## src/rtl/loader_pkg.sv

```systemverilog
// Shared types and defaults for the instruction loader.
package loader_pkg;
  localparam int DEFAULT_WIDTH = 9;
  typedef enum logic [1:0] {
    IDLE,
    LOAD,
    LAUNCH,
    DONE
  } state_t;
endpackage

```

## src/rtl/instr_loader.sv

```systemverilog
// Streams a program into instruction memory,
// then pulses the fetch unit with the base PC.
module instr_loader
  import loader_pkg::*;
#(
  parameter int width = DEFAULT_WIDTH
) (
  input  logic             clk,
  input  logic             reset,
  input  logic             load_req,
  input  logic [width-1:0] load_base,
  input  logic [width-1:0] load_len,
  input  logic             abort,
  input  logic             data_valid,
  input  logic [width-1:0] data_in,
  output logic             data_ready,
  output logic             wr_en,
  output logic [width-1:0] wr_addr,
  output logic [width-1:0] wr_data,
  output logic             start,
  output logic [width-1:0] start_addr,
  output logic             busy,
  output logic             done
);

  localparam logic [width-1:0] one =
    {{(width-1){1'b0}}, 1'b1};

  state_t state, state_nx;

  logic [width-1:0] base;
  logic [width-1:0] len;
  logic [width-1:0] count;
  logic             accept;
  logic             last;

  // abort cancels the handshake in its own cycle
  assign accept = (state == LOAD) && data_valid
                  && !abort;
  assign last   = (count == len - one);

  always_comb begin
    state_nx = state;
    unique case (state)
      IDLE: begin
        if (load_req) begin
          state_nx = (load_len != '0) ? LOAD
                                      : LAUNCH;
        end
      end
      LOAD: begin
        if (abort) begin
          state_nx = IDLE;
        end else if (accept && last) begin
          state_nx = LAUNCH;
        end
      end
      LAUNCH: state_nx = DONE;
      DONE: begin
        if (!load_req) begin
          state_nx = IDLE;
        end
      end
      default: state_nx = IDLE;
    endcase
  end

  always_ff @(posedge clk or posedge reset) begin
    if (reset) begin
      state <= IDLE;
    end else begin
      state <= state_nx;
    end
  end

  always_ff @(posedge clk or posedge reset) begin
    if (reset) begin
      base    <= '0;
      len     <= '0;
      count   <= '0;
      wr_en   <= 1'b0;
      wr_addr <= '0;
      wr_data <= '0;
    end else begin
      wr_en <= accept;
      if (state == IDLE && load_req) begin
        base  <= load_base;
        len   <= load_len;
        count <= '0;
      end
      if (accept) begin
        wr_addr <= base + count;
        wr_data <= data_in;
        count   <= count + one;
      end
    end
  end

  assign data_ready = (state == LOAD);
  assign busy       = (state == LOAD)
                      || (state == LAUNCH);
  assign done       = (state == DONE);
  assign start      = (state == LAUNCH);
  assign start_addr = base;

endmodule
```

## config.mk

```make
export PLATFORM = sky130hd
export DESIGN_NAME = instr_loader
export DESIGN_NICKNAME = d
export VERILOG_FILES = /design/src/rtl/loader_pkg.sv /design/src/rtl/instr_loader.sv
export SDC_FILE = /design/constraint.sdc
export NUM_CORES = 1
export LEC_CHECK = 0
export ABC_AREA = 1
export BUFFER_PORTS_ARGS = -buffer_cell sky130_fd_sc_hd__buf_2
export CAP_MARGIN = 20
export CORE_MARGIN = 2
export CORE_UTILIZATION = 30
export DETAILED_ROUTE_END_ITERATION = 10
export PLACE_DENSITY = 0.5
export REMOVE_ABC_BUFFERS = 1
export SYNTH_ARGS = -nofsm -noshare
export SYNTH_HDL_FRONTEND = slang
export SYNTH_SLANG_ARGS = --single-unit
```

## constraint.sdc

```tcl
create_clock -name clk -period 3.62 [get_ports clk]
set_input_delay 0.543 -clock clk [delete_from_list [all_inputs] [get_ports clk]]
set_output_delay 0.543 -clock clk [all_outputs]
set_load 0.03 [all_outputs]
```

# Word level (Yosys, flattened, before mapping)
# Index checks and enable logic that the tools add are counted.
dict set report op_classes {
  addsub 3
  eq_ne 7
  muxes 8
  n_reduce_logical 10
}
# op count
set op_table {}
lappend op_table {{9-bit two-way mux} 2}
lappend op_table {{2-bit two-way mux} 5}
lappend op_table {{9-bit by 1-bit adder with 9-bit output (second input constant)} 1}
lappend op_table {{9-bit adder} 1}
lappend op_table {{9-bit equality test} 1}
lappend op_table {{9-bit nonzero test} 1}
lappend op_table {{9-bit by 1-bit subtractor with 9-bit output (second input constant)} 1}
lappend op_table {{2-bit case mux with 4 select lines} 1}
lappend op_table {{2-bit equality test (second input constant)} 2}
lappend op_table {{1-bit logical AND} 4}
lappend op_table {{2-bit != test (second input constant)} 2}
lappend op_table {{3-bit by 2-bit != test with 1-bit output (second input constant)} 1}
lappend op_table {{3-bit AND reduction} 1}
lappend op_table {{2-bit by 1-bit equality test with 1-bit output (second input constant)} 1}
lappend op_table {{2-bit logical NOT} 1}
lappend op_table {{2-bit nonzero test} 1}
lappend op_table {{1-bit logical NOT} 1}
lappend op_table {{1-bit logical OR} 1}
dict set report word_totals {
  regBits 48
  in_bits 32
  out_inout_bits 32
  wordCells 35
}

# Longest topological paths before layout
dict set report depth {
  word_depth 7
  mapped_depth 14
  mapped_depth_nobuf 14
}

# Worst setup path after synthesis
# No wires, ideal clock.
dict set report synth_path {
  path_type {flip-flop to flip-flop}
  from {register base[0], in the netlist start_addr[0]}
  to {register wr_addr[8]}
  setup_time_ps 65
  t_arrival_ps 1884
  setup_slack_ps 1671
  stages_incl_launch_ff 12
  n_path_buf 0
  path_cell_list {dfrtp_1 ha_1 inv_1 fa_1 inv_1 a21oi_1 o21ai_1 nand4_1 o211ai_1 xor2_1 nand2_1 nand2_1}
}
dict set report synth_between {
  elab_chain_cells 1
}
# item line_no
set synth_rtl {}
lappend synth_rtl {{from (decl)} instr_loader.sv:31} ;# logic [width-1:0] base;
lappend synth_rtl {{from (signal assigned)} instr_loader.sv:87} ;# base <= load_base;
lappend synth_rtl {{9-bit adder} instr_loader.sv:92} ;# wr_addr <= base + count;
lappend synth_rtl {{to (signal assigned)} instr_loader.sv:92}
lappend synth_rtl {{to (decl)} instr_loader.sv:18} ;# output logic [width-1:0] wr_addr,
# No other way between the ends.
# A chain may end at the register's enable or synchronous reset.

# Final worst setup path
dict set report layout_path {
  from {register state[1]}
  to {register count[4]}
}
dict set report layout_between {
  elab_chain_cells 4
  elab_cells_between_ends 7
}
# item line_no
set layout_rtl {}
lappend layout_rtl {{from (decl)} instr_loader.sv:29} ;# state_t state, state_nx;
lappend layout_rtl {{from (signal assigned)} instr_loader.sv:72} ;# state <= state_nx;
lappend layout_rtl {{2-bit by 1-bit equality test with 1-bit output} instr_loader.sv:38} ;# assign accept = (state == LOAD) && data_valid
lappend layout_rtl {{1-bit logical AND} instr_loader.sv:38}
lappend layout_rtl {{1-bit logical AND} instr_loader.sv:39} ;# && !abort;
lappend layout_rtl {{9-bit two-way mux or 2-bit nonzero test (tied branches)} --}
lappend layout_rtl {{to (signal assigned)} instr_loader.sv:94} ;# count <= count + one;
lappend layout_rtl {{to (decl)} instr_loader.sv:33} ;# logic [width-1:0] count;
# Parallel ways exist; a longest one is shown, timed or not.

==> results.py <==
metrics = {
    "die": {
        "dieArea_mm2": 0.00993,
        "die_x_um": 99.7,
        "fp.coreArea_mm2": 0.00881,
        "die_h_um": 99.7,
        "ioPinCount": 64,
        "rows": 34,
        "initial_core_util_pct": 31.2,
    },
    "drt": {
        "drc": 0,
        "vias_per_cell": 4.59,
        "finalWirelength_um": 6320,
        "drtIter0Drc": 91,
        "wl_per_cell_um": 12.3,
        "vias": 2356,
        "firstDrtPassIters": 4,
        "antenna_left": 0,
    },
    "flow_run": {
        "max_cap_viol_count": 0,
    },
    "sta": {
        "maxSlewViolCount": 0,
        "tns_ns": 0,
        "whs_ns": 0.244,
        "period_share_pct": 59.1,
        "final-setup-viol-count": 0,
        "setup_ws_ns": 1.48,
        "tightest_slew_ns": 0.831,
        "max_slew_margin_pct": 44.5,
        "fmax_ghz": 0.467,
        "layout_min_cycle_time_ns": 2.14,
        "hold_viol": 0,
        "rsz0062_at_grt": "false",
        "fin_skew_ns": 0.00596,
    },
    "clock_network": {
        "cts_inserted_buffers": 5,
        "path_clk_slew_ns": 0.10,
        "post_cts_resize_count": 0,
        "postCtsHoldBufs": 0,
        "cts.htree.levels": 2,
        "cts_tree": "built",
        "clock_latency_ns": 0.31,
        "cts.sinks": 48,
        "cts_buffer_depth": 2,
        "post_cts_buffers": 0,
        "clk_root_buffer_cell": "clkbuf_8",
    },
    "global_routing": {
        "grt_pass1_vias": 2334,
        "grt_pass1_wl_um": 10700,
        "grt-ovfl-total": 0,
        "groute.usage.overall_pct": 13.1,
        "grt_max_degree": 49,
        "antenna_found_initial": 0,
    },
    "layout": {
        "syn_to_final_growth_pct": 19.8,
        "final_area_mm2": 0.00329,
        "nNetsFinal": 452,
        "diodes": 0,
        "final_cell_mix": "nand2_1, buf_2, dfrtp_1, inv_1, nor2_1",
        "drive_gt1_share_pct": 24.2,
        "final_common_cell": "nand2_1",
    },
    "pwr": {
        "p_leak_nw": 1.74,
        "p_comb_share_pct": 52.0,
        "switchingPower_w": 0.00128,
        "clockPowerShare_pct": 13.4,
        "peakVddDrop_v": 0.000390,
        "swShare_pct": 48.3,
        "power_density_mw_per_mm2": 809,
        "pwr-share-seq_pct": 34.5,
        "internal-power_w": 0.00138,
    },
    "place": {
        "post-place-ws_ns": 1.47,
        "port_buffers": 63,
        "placed_cell_area_mm2": 0.00317,
        "gp_congestion": 0.815,
        "hpwl_um": 4720,
    },
    "worst_setup_path": {
        "path_class": "register to register",
        "cp-start-kind": "register",
        "end_kind": "register",
        "critical_path.max_fanout": 25,
        "worst_ep_required_time_ns": 3.84,
        "critPathArrivalTime_ns": 2.36,
    },
    "synth": {
        "synth.yosys.warnings": 0,
        "avgSynthCellArea_um2": 8.10,
        "yosysSeqAreaShare_pct": 43.8,
        "synth_edf_count": 0,
        "ys_seq_elements": 48,
        "yosys_most_used_dff": "dfrtp_1",
        "synthArstFlopShare_pct": 100,
        "synthCells": 339,
        "synth_area_mm2": 0.00275,
        "ys_types": 32,
    },
    "run_status": {
        "outcome": "finished clean",
    },
    "worst_hold_path": {
        "hp-class": "primary input to async pin",
    },
}
==> final timing paths <==
kind                                         from                endpoint  slack (ns)  depth (start not counted)
max in group asynchronous                   reset  wr_addr[0]$_DFFE_PP0P_        2.86                          3
min reg2reg                wr_data[2]$_DFFE_PP0P_  wr_data[2]$_DFFE_PP0P_        0.47                          2
min in group clk                       data_in[4]  wr_data[4]$_DFFE_PP0P_        0.43                          3
min                                         reset  wr_addr[8]$_DFFE_PP0P_        0.24                          2
max                          state[1]$_DFFE_PP0P_    count[4]$_DFFE_PP0P_        1.48                          7
max reg2reg                  state[1]$_DFFE_PP0P_    count[4]$_DFFE_PP0P_        1.48                          7
==> power groups by stage <==
stage               clock network, W  logic [W]  registers [W]
global route                0.000396    0.00155       0.000951
detailed placement                 0    0.00139       0.000934
finish                      0.000357    0.00138       0.000918
global placement                   0    0.00137       0.000933
floorplan                          0   0.000733        0.00121
CTS                         0.000380    0.00140       0.000922
==> cells by family after synthesis <==
family,synth area share (%)
mux,4.06
buf+inv,7.70
fa+ha+maj,7.57
xor+xnor,2.23
simple gates,24.5
compound gates,10.2
flops,43.8
==> stage by stage <==
| stage | util, % | cells | power [W] |
|---|---|---|---|
| after floorplan | - | 331 | 0.00194 |
| after global placement | 36.0 | 504 | 0.00230 |
| after detailed placement | 36.0 | 504 | 0.00233 |
| after CTS | 37.1 | 512 | 0.00270 |
| after global routing | 37.3 | 513 | 0.00290 |
| final | 37.3 | 513 | 0.00266 |
==> state kept, by name (all words and copies together) (netlist names) <==
name and flops:
count 9, wr_addr 9, state 2, wr_en 1, len 9, start_addr 9, wr_data 9
==> area by class of cell <==
cell class	count	area, um^2
fillers	931	5520
clock buffers	6	82.6
flip-flops and latches	48	1200
repair buffers	66	350
well taps	108	135
inverters	46	173
multi-input cells	237	1330
clock inverters	2	13.8
==> synthesized netlist by cell type (2+ instances only) <==
cell type  number  share of area [%]
inv_1          45                6.2
mux2_2          9                3.7
nand2_2         5                1.1
nand2_1        84                 11
ha_1           15                6.8
nor4_1          2               0.46
clkbuf_1        5               0.68
o211ai_1        2               0.55
dfrtp_1        48                 44
xor2_1          5                1.6
o32ai_1         3               0.96
xnor2_1         2               0.64
o21ai_1         4               0.73
a31oi_1         4               0.91
nor3_1          2               0.36
nand4_1         4               0.91
o21ai_0        20                3.6
nor2_4          3                1.2
nand3_1        21                3.8
nor2_1         28                3.8
nor2_2          3               0.68
a21oi_1        15                2.7
==> per-layer routing <==
layer | global-route usage (%) | routed length [um] | vias up
met1 | 16.2 | 3010 | 1072
li1 | - | - | 1224
met3 | 2.88 | 269 | 5
met4 | 2.53 | 49 | 0
met5 | 0 | 0 | -
met2 | 23.6 | 2990 | 55
==> critical path: stages (launching register included) <==
cell and delay (ns):
dfrtp_1 0.40, inv_1 0.10, ha_1 0.21, nand2_1 0.11
nor2_4 0.08, inv_1 0.58, nand2_1 0.33, o21ai_0 0.24
Power figures use the tool's default switching activity.
